## config.mk

```make
export PLATFORM = sky130hd
export DESIGN_NAME = fwd_hazard_unit
export DESIGN_NICKNAME = d
export VERILOG_FILES = /design/src/rtl/fwd_hazard_unit.sv
export SDC_FILE = /design/constraint.sdc
export NUM_CORES = 1
export LEC_CHECK = 0
export BUFFER_PORTS_ARGS = -buffer_cell sky130_fd_sc_hd__buf_2
export CORE_ASPECT_RATIO = 1.5
export CORE_MARGIN = 3
export CORE_UTILIZATION = 55
export DETAILED_ROUTE_END_ITERATION = 10
export HOLD_SLACK_MARGIN = 0.02
export PLACE_DENSITY = 0.83
export SETUP_SLACK_MARGIN = 0.5
export SLEW_MARGIN = 5
export SYNTH_ARGS = -nofsm -noshare
export SYNTH_HDL_FRONTEND = slang
export SYNTH_SLANG_ARGS = --single-unit
```

## constraint.sdc

```tcl
create_clock -name clk -period 5 [get_ports clk]
set_input_delay 0.5 -clock clk [delete_from_list [all_inputs] [get_ports clk]]
set_output_delay 0.5 -clock clk [all_outputs]
set_load 0.05 [all_outputs]
```

## src/rtl/fwd_hazard_unit.sv

```systemverilog
// Forwarding and hazard unit for a single-issue EX/MEM/WB pipeline.
// Keeps its own destination-tag pipeline and produces three things: the ALU
// operand forward selects in EX, load-to-store data forwarding in MEM, and the
// load-use stall. It also keeps a saturating count of stall cycles.
module fwd_hazard_unit #(
  parameter int REG_W     = 3,
  parameter int NUM_SRC   = 2,
  parameter int STORE_SRC = 1,
  parameter int ZERO_REG  = 1,
  parameter int CNT_W     = 16
) (
  input  logic                     clk,
  input  logic                     rst,
  input  logic                     id_valid,
  input  logic                     id_regwr,
  input  logic                     id_memrd,
  input  logic                     id_memwr,
  input  logic [REG_W-1:0]         id_rd,
  input  logic [NUM_SRC*REG_W-1:0] id_src,
  input  logic                     flush,
  input  logic                     stall_cnt_clr,
  output logic                     stall,
  output logic [2*NUM_SRC-1:0]     ex_fwd,
  output logic                     mem_fwd,
  output logic [CNT_W-1:0]         stall_cnt
);

  // EX keeps every source tag so operand forwarding can be resolved there.
  typedef struct packed {
    logic                     valid;
    logic                     regwr;
    logic                     memrd;
    logic                     memwr;
    logic [REG_W-1:0]         rd;
    logic [NUM_SRC*REG_W-1:0] src;
  } ex_tag_t;

  // MEM and WB only need the store-data source tag.
  typedef struct packed {
    logic             valid;
    logic             regwr;
    logic             memrd;
    logic             memwr;
    logic [REG_W-1:0] rd;
    logic [REG_W-1:0] sd;
  } late_tag_t;

  ex_tag_t   ex_q;
  late_tag_t mem_q;
  late_tag_t wb_q;
  logic      src_hit;

  // Register equality. A hardwired zero register never counts as a match.
  function automatic logic match(input logic [REG_W-1:0] a, input logic [REG_W-1:0] b);
    return (a == b) && !((ZERO_REG != 0) && (a == '0));
  endfunction

  // Load-use detection: a load in EX that writes a register the ID instruction reads.
  // The store-data operand of a store is exempt because mem_fwd covers it later.
  always_comb begin
    // NOTE: every variable written here gets a default first, so no path can infer a latch.
    src_hit = 1'b0;
    for (int i = 0; i < NUM_SRC; i++) begin
      if (!((i == STORE_SRC) && id_memwr) && match(ex_q.rd, id_src[i*REG_W +: REG_W]))
        src_hit = 1'b1;
    end
    stall = id_valid & !flush & ex_q.valid & ex_q.memrd & ex_q.regwr & src_hit;
  end

  // ALU operand forward selects. MEM wins over WB. A load in MEM has no result yet.
  always_comb begin
    ex_fwd = '0;
    for (int i = 0; i < NUM_SRC; i++) begin
      if (mem_q.valid && mem_q.regwr && !mem_q.memrd &&
          match(mem_q.rd, ex_q.src[i*REG_W +: REG_W]))
        ex_fwd[2*i +: 2] = 2'b10;
      else if (wb_q.valid && wb_q.regwr && match(wb_q.rd, ex_q.src[i*REG_W +: REG_W]))
        ex_fwd[2*i +: 2] = 2'b01;
    end
  end

  // A store in MEM takes its data from a load in WB that wrote the same register.
  assign mem_fwd = mem_q.valid & mem_q.memwr & wb_q.valid & wb_q.memrd & wb_q.regwr &
                   match(wb_q.rd, mem_q.sd);

  // Tag pipeline. A stalled or flushed ID instruction becomes a bubble in EX.
  always_ff @(posedge clk or posedge rst) begin
    if (rst) begin
      // NOTE: the tags are a few flops, so all of them are reset and no X ever reaches a comparator.
      ex_q  <= '0;
      mem_q <= '0;
      wb_q  <= '0;
    end else begin
      // NOTE: non-blocking assignments make every stage sample the old value of the stage before it.
      wb_q  <= mem_q;
      mem_q <= '{valid: ex_q.valid,
                 regwr: ex_q.regwr,
                 memrd: ex_q.memrd,
                 memwr: ex_q.memwr,
                 rd:    ex_q.rd,
                 sd:    ex_q.src[STORE_SRC*REG_W +: REG_W]};
      if (id_valid && !stall && !flush)
        ex_q <= '{valid: 1'b1,
                  regwr: id_regwr,
                  memrd: id_memrd,
                  memwr: id_memwr,
                  rd:    id_rd,
                  src:   id_src};
      else
        ex_q <= '0;
    end
  end

  // Saturating stall-cycle counter. A clear takes priority over counting.
  always_ff @(posedge clk or posedge rst) begin
    if (rst)
      stall_cnt <= '0;
    else if (stall_cnt_clr)
      stall_cnt <= '0;
    else if (stall && (stall_cnt != '1))
      stall_cnt <= stall_cnt + CNT_W'(1);
  end

endmodule
```

# After elaboration in Yosys (flattened, before gate mapping)
# Cells that the tools add are included.
[classes]
n_addsub = 1
eq_ne = 8
muxes = 9
bitwise = 10
n_reduce_logical = 29
[op_table]
columns = ["operator", "n"]
rows = [
  ["$mux W16", 2],
  ["$eq A3 B3 Y1", 7],
  ["$logic_and A1 B1 Y1", 18],
  ["$add A16 B1 Y16 const B", 1],
  ["$ne A16 B16 Y1 const B", 1],
  ["$mux W13", 1],
  ["$and A1 B1 Y1", 10],
  ["$logic_not A3 Y1", 3],
  ["$logic_not A1 Y1", 7],
  ["$mux W1", 4],
  ["$mux W2", 2],
  ["$reduce_bool A2 Y1", 1],
]
[word_totals]
reg_bits = 45
inputBits = 17
out_inout_bits = 22
wordCells = 74

# Longest topological paths before layout
# Gate-level depths: netlist of run 1.
[depth]
ltp_word = 10
ltp_mapped = 7

# Worst setup path before layout of run 1
# Ideal clock, no wire load.
[synth_timing]
kind = "flip-flop to output port"
from = "register mem_q[3] (netlist bit)"
to = "output ex_fwd[2]"
arrival_time_ns = 3.508
slack_ns = 0.992
stages_incl_launch_ff = 6
cell_sequence = "dfrtp_1 > nor3b_1 > a21oi_1 > o31a_1 > nor3_1 > a2111oi_0"
[synth_via]
elab_chain_len = 5
[synth_lines]
columns = ["item", "line_no", "source"]
rows = [
  ["start, declared", "49", "late_tag_t mem_q;"],
  ["start signal, assigned", "96", "mem_q <= '{valid: ex_q.valid,"],
  ["$logic_not A3 Y1", "55", "return (a == b) && !((ZERO_REG != 0) && (a == '0));"],
  ["$logic_not A1 Y1", "55", ""],
  ["$logic_and A1 B1 Y1 (*)", "55", ""],
  ["$logic_and A1 B1 Y1 (*)", "74", "if (mem_q.valid && mem_q.regwr && !mem_q.memrd &&"],
  ["$mux W2 (*)", "74", ""],
  ["end, declared", "23", "output logic [2*NUM_SRC-1:0] ex_fwd,"],
]
# Every way passes the cells marked *; elsewhere a longest branch is shown, timed or not.

# Worst setup path after layout of run 1
[layout_timing]
from = "register ex_q[6] (netlist bit)"
to = "register ex_q[1] (netlist bit)"
[layout_via]
elab_chain_len = 10
[layout_lines]
columns = ["item", "line_no", "source"]
rows = [
  ["start, declared", "48", "ex_tag_t ex_q;"],
  ["start signal, assigned", "103", "ex_q <= '{valid: 1'b1,"],
  ["$logic_not A3 Y1", "55", ""],
  ["$logic_not A1 Y1", "55", ""],
  ["$logic_and A1 B1 Y1", "55", ""],
  ["$mux W1 or $logic_and A1 B1 Y1 (tied branches)", "64", "if (!((i == STORE_SRC) && id_memwr) && match(ex_q.rd, id_src[i*REG_W +: REG_W]))"],
  ["$mux W1 (*)", "64", ""],
  ["$and A1 B1 Y1 (*)", "67", "stall = id_valid & !flush & ex_q.valid & ex_q.memrd & ex_q.regwr & src_hit;"],
  ["$logic_not A1 Y1 (*)", "102", "if (id_valid && !stall && !flush)"],
  ["$logic_and A1 B1 Y1 (*) (2 in series)", "102", ""],
  ["$mux W13 (*)", "102", ""],
]
# Marked as above.
# A chain may end at the register's enable or synchronous reset.

==> results.md, run 1 <==
Outcome
- status: completed

Route
- Vias: 1591
- post-detailed-route via-to-cell ratio: 5.85
- wire length after detailed routing: 4190 um
- first-iteration detailed-routing DRC count: 33
- final routed wire length divided by cell count: 15.4 um
- DRC violation count after routing: 0
- remaining antenna violation count: 0
- number of search-and-repair iterations in the first detailed-routing pass: 4

Finish
- number of fillers in the final layout: 282
- Reg area: 0.00113 mm2
- Antenna Cells: 0
- Final Net Count: 247
- area of the multi-input gates: 902 um2
- share of final-layout standard cells stronger than drive strength 1: 25.2%
- leading cell types in the layout, fill and taps excluded: 45 x dfrtp_1, 38 x buf_2, 16 x a21oi_1
- leading cell type in the layout, fill and taps excluded: dfrtp_1
- signed area change from the synthesized netlist to the final layout: 16.9%

Clock network
- clock tree from TritonCTS: yes
- master cell of the clock root buffer: clkbuf_8
- # hold bufs at CTS: 0
- total number of clock tree sinks: 45
- maximum buffer depth of the clock tree: 2
- CTS H-tree depth: 2
- number of instances resized during post-cts repair: 0
- clock buffer count from CTS: 5
- clock-pin slew of the registers on the worst-case setup and hold paths: 0.08 ns
- Post-CTS Setup Inserts: 0
- clock insertion delay at the later pin of the skew report: 0.30 ns

Min path
- worst min-delay path category: in -> async

Yosys
- synthesis-stage register bit count: 45
- post-synthesis instance total: 189
- dominant combinational cell family by area after synthesis: simple AND/OR/NAND/NOR gates
- total number of yosys warnings: 0
- adder and majority cell fraction of the synthesized area: 0.602%
- fraction of registers with async set/reset: 100%
- cell area after synthesis: 0.00208 mm2
- synthesized-area fraction occupied by ao, oa, aoi and oai cells: 10.8%
- mux share of post-synthesis cell area: 2.17%
- Synth Area per Inst: 11.0 um2
- simple logic cell fraction of the synthesized area: 23.0%
- top_reg_cell synth: dfrtp_1
- post-synthesis xor/xnor area fraction: 6.74%
- count of flip-flops with a built-in enable after synthesis: 0
- portion of the post-synthesis area used by sequential elements: 54.2%
- Syn Nets: 207
- Yosys cell types: 40

Floorplanning
- die area: 0.00457 mm2
- initial cell density of the core: 59.2%
- Die H: 81.3 um
- placeable core region: 0.00351 mm2
- width of the die: 56.2 um
- I/O pin count: 39
- standard-cell rows: 26

Global route
- GRT Util Overall: 19.8%
- via count of the first global-routing pass: 1535
- global-route wire length before repair: 6940 um
- largest net degree at the start of global routing: 46
- global-route congestion overflow total: 0
- number of antenna violations at the first check in global routing: 0

STA
- Sum Neg Setup Slack: 0 ns
- final setup vio count: 0
- final critical-path share of the clock period: 55.9%
- Fin Clk Skew: 0.00509 ns
- unrepaired setup endpoints after global routing: no
- FMAX: 0.358 GHz
- Max-slew headroom: 32.4%
- pin slew with the least headroom to its limit: 1.01 ns
- post-route minimum period: 2.79 ns
- endpoints failing hold: 0
- final slew viol count: 0

Power and ir drop
- Power, Total: 0.741 mW
- power density over the cells: 305 mW/mm2
- largest voltage drop on the vdd net: 0.000335 V
- leakage power figure: 1.19 nW

Setup path
- type of element capturing the critical path: register
- critical path launch point type: register
- critical path arrival: 3.03 ns
- data required time at the worst endpoint: 5.23 ns
- Worst Setup Path Type: reg -> reg
- highest net fanout along the worst path: 26

Placed design
- count of input and output buffers: 38
- total half-perimeter wirelength after legalization and detailed placement: 3090 um
- routability cong.: 0.820

Flow run
- max_cap viols: 0

==> layer usage <==
layer | share of wire, % | global-route usage (%) | up-vias
met5 | 0 | 0 | -
met4 | 2.6 | 9.03 | 0
met3 | 4.4 | 4.61 | 12
met2 | 55 | 35.7 | 45
met1 | 38 | 22.2 | 764
li1 | - | - | 770
==> cell type report <==
type	instances	area share, %
clock inverters	3	2.83
multi-input cells	134	37.1
inverters	4	0.618
flip-flops and latches	45	46.3
well taps	42	2.16
repair buffers	39	8.13
clock buffers	5	2.83
==> logic make-up (layout without fill, tap and decap cells) <==
kind of cell             after synthesis  count (layout)
AO/OA/AOI/OAI                         35              35
XOR/XNOR                              16              16
multiplexers                           4               4
adder cells (fa/ha/maj)                1               1
flip-flops                            45              45
buffers and inverters                 10              51
AND/OR/NAND/NOR                       78              78
==> through the flow <==
stage / hold slack, ns / setup slack [ns] / cell area [um2] / util [%] / instances
3_5_place_dp: 0.337 / 2.08 / 2290 / 65.3 / 264
4_1_cts: 0.328 / 2.20 / 2430 / 69.2 / 272
3_3_place_gp: 0.335 / 2.13 / 2290 / 65.3 / 264
2_1_floorplan: 0.331 / 0.992 / 2080 / - / 189
5_1_grt: 0.360 / 1.87 / 2430 / 69.2 / 272
6_report: 0.316 / 2.21 / 2430 / 69.2 / 272
==> flip-flops by register name, summed over array words and instances, names as in the netlist <==
name	count
ex_q	13
mem_q	10
stall_cnt	16
wb_q	6
==> path summary, 6_finish.rpt <==
kind,from,cells after the start,slack [ns],endpoint
worst max-delay path,ex_q[6]$_DFF_PP0_,6,2.21,ex_q[1]$_DFF_PP0_
worst min-delay path,rst,3,0.32,stall_cnt[15]$_DFFE_PP0P_
min in group clk,ex_q[9]$_DFF_PP0_,0,0.35,mem_q[6]$_DFF_PP0_
worst max register to register,ex_q[6]$_DFF_PP0_,6,2.21,ex_q[1]$_DFF_PP0_
max in group asynchronous,rst,3,4.31,wb_q[9]$_DFF_PP0_
worst min register to register,ex_q[9]$_DFF_PP0_,0,0.35,mem_q[6]$_DFF_PP0_
==> cells in the mapped netlist (2+ instances only) <==
| cell | instances | area share [%] |
|---|---|---|
| nor3_1 | 8 | 1.9 |
| and3_1 | 5 | 1.5 |
| clkbuf_1 | 2 | 0.36 |
| nand2_1 | 6 | 1.1 |
| o21ai_0 | 3 | 0.72 |
| nor2_1 | 6 | 1.1 |
| nor2b_1 | 4 | 1.2 |
| inv_1 | 4 | 0.72 |
| a21oi_1 | 16 | 3.9 |
| o31ai_1 | 8 | 2.9 |
| xor2_1 | 12 | 5.1 |
| xnor2_1 | 4 | 1.7 |
| nor3b_1 | 2 | 0.72 |
| nand3_1 | 9 | 2.2 |
| dfrtp_1 | 45 | 54 |
| or4_1 | 8 | 2.9 |
| nand4_1 | 3 | 0.90 |
| mux2_2 | 4 | 2.2 |
| buf_2 | 2 | 0.48 |
| and2_1 | 12 | 3.6 |
| or3_1 | 4 | 1.2 |
| nor4_1 | 4 | 1.2 |
==> power by group <==
part | leakage [nW] | switching (mW) | total [mW] | internal (mW)
clock | 0.0687 | 0.122 | 0.323 | 0.201
combinational | 0.512 | 0.0205 | 0.0356 | 0.0151
sequential | 0.612 | 0.00938 | 0.382 | 0.373
total | 1.19 | 0.152 | 0.741 | 0.589
==> worst max-delay path: stages, from the launching register on <==
cell and delay, ns:
dfrtp_1 0.44, xor2_1 0.21, nor4_2 0.07, o21ai_2 0.67
inv_1 0.22, nor3b_1 0.87, and2_1 0.23
(Power assumes the default switching activity.)
==> run 2: changes to the inputs <==
CORE_UTILIZATION = 54   (was 55)
PLACE_DENSITY = 0.82   (was 0.83)
clock period = 2.78 ns   (was 5 ns; I/O delays follow)
==> results.md, run 2 (same netlist as run 1, synthesis figures left out) <==
Setup path
- RR Endpoint: stall_cnt[6]$_DFFE_PP0P_
- data required time at the worst endpoint: 2.50 ns
- internal reg-to-reg setup slack: 0.66 ns
- critical path launch point type: register
- highest net fanout along the worst path: 13
- type of element capturing the critical path: primary output
- launching point of the worst reg2reg path: ex_q[8]$_DFF_PP0_
- critical path arrival: 1.89 ns
- Worst Setup Path Type: reg -> out
- Worst Reg-to-Reg Cells: 6

STA
- Fin Clk Skew: 0.0143 ns
- post-route worst hold slack: 0.107 ns
- final slew viol count: 0
- FMAX: 0.460 GHz
- unrepaired setup endpoints after global routing: no
- post-route minimum period: 2.17 ns
- endpoints failing hold: 0
- Sum Neg Setup Slack: 0 ns
- pin slew with the least headroom to its limit: 1.12 ns
- final setup vio count: 0
- post-route setup slack: 0.608 ns
- Max-slew headroom: 24.6%
- final critical-path share of the clock period: 78.1%

Finish
- leading cell types in the layout, fill and taps excluded: 45 x dfrtp_1, 37 x buf_2, 16 x a21oi_1
- non-filler instance count after layout: 277
- final standard cell utilization of the core: 67.6%
- number of flip-flops in the largest register: 16
- share of final-layout standard cells stronger than drive strength 1: 29.1%
- largest registers ranked by flip-flop count: stall_cnt: 16 flops, ex_q: 13 flops, mem_q: 10 flops
- Antenna Cells: 0
- final standard cell area without fillers: 0.00249 mm2
- leading cell type in the layout, fill and taps excluded: dfrtp_1
- signed area change from the synthesized netlist to the final layout: 19.7%
- Final Net Count: 251
- register with the highest flop count: stall_cnt

Power and ir drop
- switching power as a share of total power: 25.9%
- combinational share of power: 6.5%
- leakage power figure: 1.20 nW
- Power, Total: 1.20 mW
- largest voltage drop on the vdd net: 0.000463 V
- power density over the cells: 481 mW/mm2
- P_sw: 0.310 mW
- share of power burned in registers: 57.4%
- clock share of power: 36.1%
- internal power: 0.888 mW

Floorplanning
- width of the die: 56.7 um
- I/O pin count: 39
- placeable core region: 0.00368 mm2
- standard-cell rows: 27
- initial cell density of the core: 56.5%
- Die H: 82 um
- die area: 0.00465 mm2

Global route
- grt peak-use layer: met2
- GR Layer Usage met1: 23.1%
- global-route congestion overflow total: 0
- number of antenna violations at the first check in global routing: 0
- global-route wire length before repair: 6800 um
- largest net degree at the start of global routing: 33
- GRT met3 Usage: 3.77%
- via count of the first global-routing pass: 1535
- global routing met2 resource utilization: 31.9%
- GRT Util Overall: 18.5%

Clock network
- CTS H-tree depth: 2
- master cell of the clock root buffer: clkbuf_8
- clock buffer count from CTS: 5
- # hold bufs at CTS: 0
- clock insertion delay at the later pin of the skew report: 0.30 ns
- total number of clock tree sinks: 45
- clock-pin slew of the registers on the worst-case setup and hold paths: 0.10 ns
- clock tree from TritonCTS: yes
- maximum buffer depth of the clock tree: 2

Route
- number of search-and-repair iterations in the first detailed-routing pass: 4
- post-detailed-route via-to-cell ratio: 5.81
- first-iteration detailed-routing DRC count: 50
- DRC violation count after routing: 0
- wire length after detailed routing: 4290 um
- final routed wire length divided by cell count: 15.5 um
- remaining antenna violation count: 0
- Vias: 1609

Placed design
- placed inst area: 0.00235 mm2
- total half-perimeter wirelength after legalization and detailed placement: 2890 um
- count of input and output buffers: 38
- routability cong.: 0.802
- pre-CTS setup slack: 0.521 ns
- DP Cell Count: 267

Outcome
- status: completed

Flow run
- max_cap viols: 0

Min path
- worst min-delay path category: in -> async

-- run 2: worst max-delay path, stage by stage, from the launching register on --
cell	delay, ns
dfrtp_1	0.44
xor2_1	0.31
nor3_4	0.12
o21ai_4	0.32
inv_1	0.17
buf_4	0.23
-- run 2: worst max-delay path by stage --
| stage | start | endpoint | slack, ns | cells past startpoint |
|---|---|---|---|---|
| finish | ex_q[6]$_DFF_PP0_ | stall | 0.61 | 5 |
| global route | ex_q[6]$_DFF_PP0_ | stall | 0.48 | 5 |
| CTS | ex_q[8]$_DFF_PP0_ | stall | 0.51 | 5 |
| detailed placement | ex_q[8]$_DFF_PP0_ | ex_q[0]$_DFF_PP0_ | 0.52 | 7 |
| global placement | ex_q[8]$_DFF_PP0_ | ex_q[1]$_DFF_PP0_ | 0.59 | 7 |
| floorplan | mem_q[3]$_DFF_PP0_ | ex_fwd[2] | 0.55 | 5 |
-- run 2: per-layer routing --
layer,wire (um),vias up
met4,52,0
met3,195,7
met1,1770,782
met2,2270,41
met5,0,-
li1,-,779
-- run 2: area by class of cell --
type	instances	area, um2
fill	287	1190
sequential	45	1130
multi-input combinational	135	976
timing repair buffer	42	223
clock buffer	5	68.8
tap	43	53.8
clock inverter	3	26.3
inverter	4	15.0
-- run 2: power by group through the flow --
stage,sequential [mW],clock [mW],combinational [mW]
after global placement,0.699,0,0.0682
after floorplan,0.695,0,0.0471
after detailed placement,0.700,0,0.0698
after CTS,0.687,0.442,0.0709
final,0.687,0.433,0.0776
after global routing,0.690,0.469,0.0875
-- run 2: what timing repair did --
action / CTS / global route
pin swaps: 0 / 2
endpoints found under the setup margin: 15 / 1
buffers inserted: 0 / 1
gates resized for setup: 2 / 3
cloned: 0 / 1
==> run 3: changes to the inputs <==
CORE_UTILIZATION = 49   (was 54)
PLACE_DENSITY = 0.79   (was 0.82)
clock period = 1.8 ns   (was 2.78 ns; I/O delays follow)
==> results.md, run 3 (same netlist as run 1, synthesis figures left out) <==
Min path
- worst min-delay path category: in -> reg
- end point of the worst hold path: ex_q[8]$_DFF_PP0_
- hold path cells: 2
- hold_sp: id_rd[2]

Placed design
- total half-perimeter wirelength after legalization and detailed placement: 3290 um
- placed inst area: 0.00263 mm2
- DP Cell Count: 283
- count of input and output buffers: 38
- routability cong.: 0.853

Power and ir drop
- largest voltage drop on the vdd net: 0.000890 V
- leakage power figure: 1.35 nW
- power density over the cells: 613 mW/mm2

Setup path
- Worst Setup Path Type: reg -> out
- type of element capturing the critical path: primary output
- highest net fanout along the worst path: 12
- count of buffer and inverter cells on the critical path: 3
- critical-path cell list: xor2_1 -> nor4_2 -> o21ai_2 -> buf_12 -> clkinvlp_4 -> buf_8
- Worst Reg-to-Reg Cells: 9
- critical path launch point type: register
- CP max stage cell: dfrtp_1
- delay of the slowest critical-path stage: 0.40 ns
- delay-heaviest family, CP: buffers and inverters
- data required time at the worst endpoint: 1.62 ns
- critical path arrival: 1.75 ns
- RR Endpoint: ex_q[3]$_DFF_PP0_
- launching point of the worst reg2reg path: ex_q[8]$_DFF_PP0_
- internal reg-to-reg setup slack: -0.12 ns

STA
- post-route setup slack: -0.132 ns
- pin slew with the least headroom to its limit: 0.654 ns
- final setup vio count: 28
- endpoints failing hold: 0
- FMAX: 0.518 GHz
- Fin Clk Skew: 0.00760 ns
- unrepaired setup endpoints after global routing: yes
- final slew viol count: 0
- final critical-path share of the clock period: 107%
- post-route minimum period: 1.93 ns
- Max-slew headroom: 56.1%

Route
- remaining antenna violation count: 0
- final routed wire length divided by cell count: 16.3 um
- DRC violation count after routing: 0
- Vias: 1748
- post-detailed-route via-to-cell ratio: 5.73
- number of search-and-repair iterations in the first detailed-routing pass: 4
- first-iteration detailed-routing DRC count: 48
- wire length after detailed routing: 4990 um

Global route
- global-route congestion overflow total: 0
- global routing met2 resource utilization: 35.9%
- GR Layer Usage met1: 27.7%
- GRT met3 Usage: 4.37%
- via count of the first global-routing pass: 1861
- grt peak-use layer: met2
- number of antenna violations at the first check in global routing: 0
- global-route wire length before repair: 8580 um
- largest net degree at the start of global routing: 30
- GRT Util Overall: 22.0%

Finish
- leading cell types in the layout, fill and taps excluded: 32 x buf_2, 27 x dfrtp_1, 24 x buf_4
- final standard cell area without fillers: 0.00303 mm2
- share of final-layout standard cells stronger than drive strength 1: 55.0%
- Reg area: 0.00115 mm2
- number of fillers in the final layout: 248
- non-filler instance count after layout: 305
- largest registers ranked by flip-flop count: stall_cnt: 16 flops, ex_q: 13 flops, mem_q: 10 flops
- number of flip-flops in the largest register: 16
- area of the multi-input gates: 0.00118 mm2
- signed area change from the synthesized netlist to the final layout: 45.7%
- leading cell type in the layout, fill and taps excluded: buf_2
- Antenna Cells: 0
- Final Net Count: 277
- register with the highest flop count: stall_cnt

Clock network
- clock insertion delay at the later pin of the skew report: 0.31 ns
- maximum buffer depth of the clock tree: 2
- clock-pin slew of the registers on the worst-case setup and hold paths: 0.08 ns
- CTS H-tree depth: 2
- clock buffer count from CTS: 5
- master cell of the clock root buffer: clkbuf_8
- total number of clock tree sinks: 45
- clock tree from TritonCTS: yes

Floorplanning
- width of the die: 59.2 um
- standard-cell rows: 28
- Die H: 85.8 um
- die area: 0.00508 mm2
- initial cell density of the core: 51.6%
- I/O pin count: 39
- placeable core region: 0.00403 mm2

Outcome
- status: finished with violations
- failing checks: setup timing

Flow run
- max_cap viols: 0

## run 3: changes by cell type in the layout (fill, tap and decap cells not counted), moves of 3 or more
| cell | change |
|---|---|
| and3_1 | -4 |
| buf_12 | +3 |
| buf_6 | +7 |
| a21oi_2 | +9 |
| dfrtp_1 | -18 |
| and3_4 | +4 |
| buf_2 | -5 |
| nand3_1 | -3 |
| a21oi_1 | -9 |
| buf_4 | +19 |
| dfrtp_2 | +18 |
## run 3: worst max-delay path by stage
stage	start	to	cells after the start
6_report	ex_q[8]$_DFF_PP0_	stall	6
3_3_place_gp	ex_q[8]$_DFF_PP0_	stall_cnt[15]$_DFFE_PP0P_	6
5_1_grt	ex_q[8]$_DFF_PP0_	stall	6
3_5_place_dp	ex_q[8]$_DFF_PP0_	stall_cnt[14]$_DFFE_PP0P_	6
4_1_cts	ex_q[8]$_DFF_PP0_	stall	6
2_1_floorplan	ex_q[8]$_DFF_PP0_	stall_cnt[12]$_DFFE_PP0P_	6
## run 3: metal layers
metal | wire (um) | part of all wire [%] | vias up
met5 | 0 | 0 | -
met4 | 135 | 2.7 | 0
met3 | 199 | 4.0 | 12
met2 | 2580 | 52 | 40
met1 | 2070 | 42 | 868
li1 | - | - | 828
## run 3: area by class of cell
type | instances | share of cell area [%]
multi-input cells | 134 | 39.0
flip-flops and latches | 45 | 37.9
repair buffers | 69 | 17.5
clock buffers | 5 | 2.27
well taps | 45 | 1.86
clock inverters | 3 | 0.826
inverters | 4 | 0.619
## run 3: timing repair
item | 4_1_cts | 5_1_grt
hold endpoints to repair | 16 | 0
endpoints found under the setup margin | 35 | 35
buffers inserted | 10 | 2
gates resized for setup | 25 | 20
pin swaps | 6 | 5
cloned | 1 | 0
hold buffers | 1 | 0
## run 3: where the power goes
group	switching, mW	internal (mW)
combinational	0.0782	0.0612
sequential	0.0284	1.04
clock	0.372	0.283
## run 3: metrics by stage
stage                     TNS, ns  power, mW  worst slack (ns)  utilization, %  hold slack, ns
after floorplan             -1.24       1.15            -0.126               -           0.309
after global placement     -0.129       1.20           -0.0319            65.2           0.222
after detailed placement   -0.565       1.20            -0.102            65.2           0.219
after CTS                   -3.47       1.86            -0.172            72.3          0.0799
after global routing        -6.45       1.93            -0.249            75.2          0.0810
final                       -2.81       1.86            -0.132            75.2          0.0823
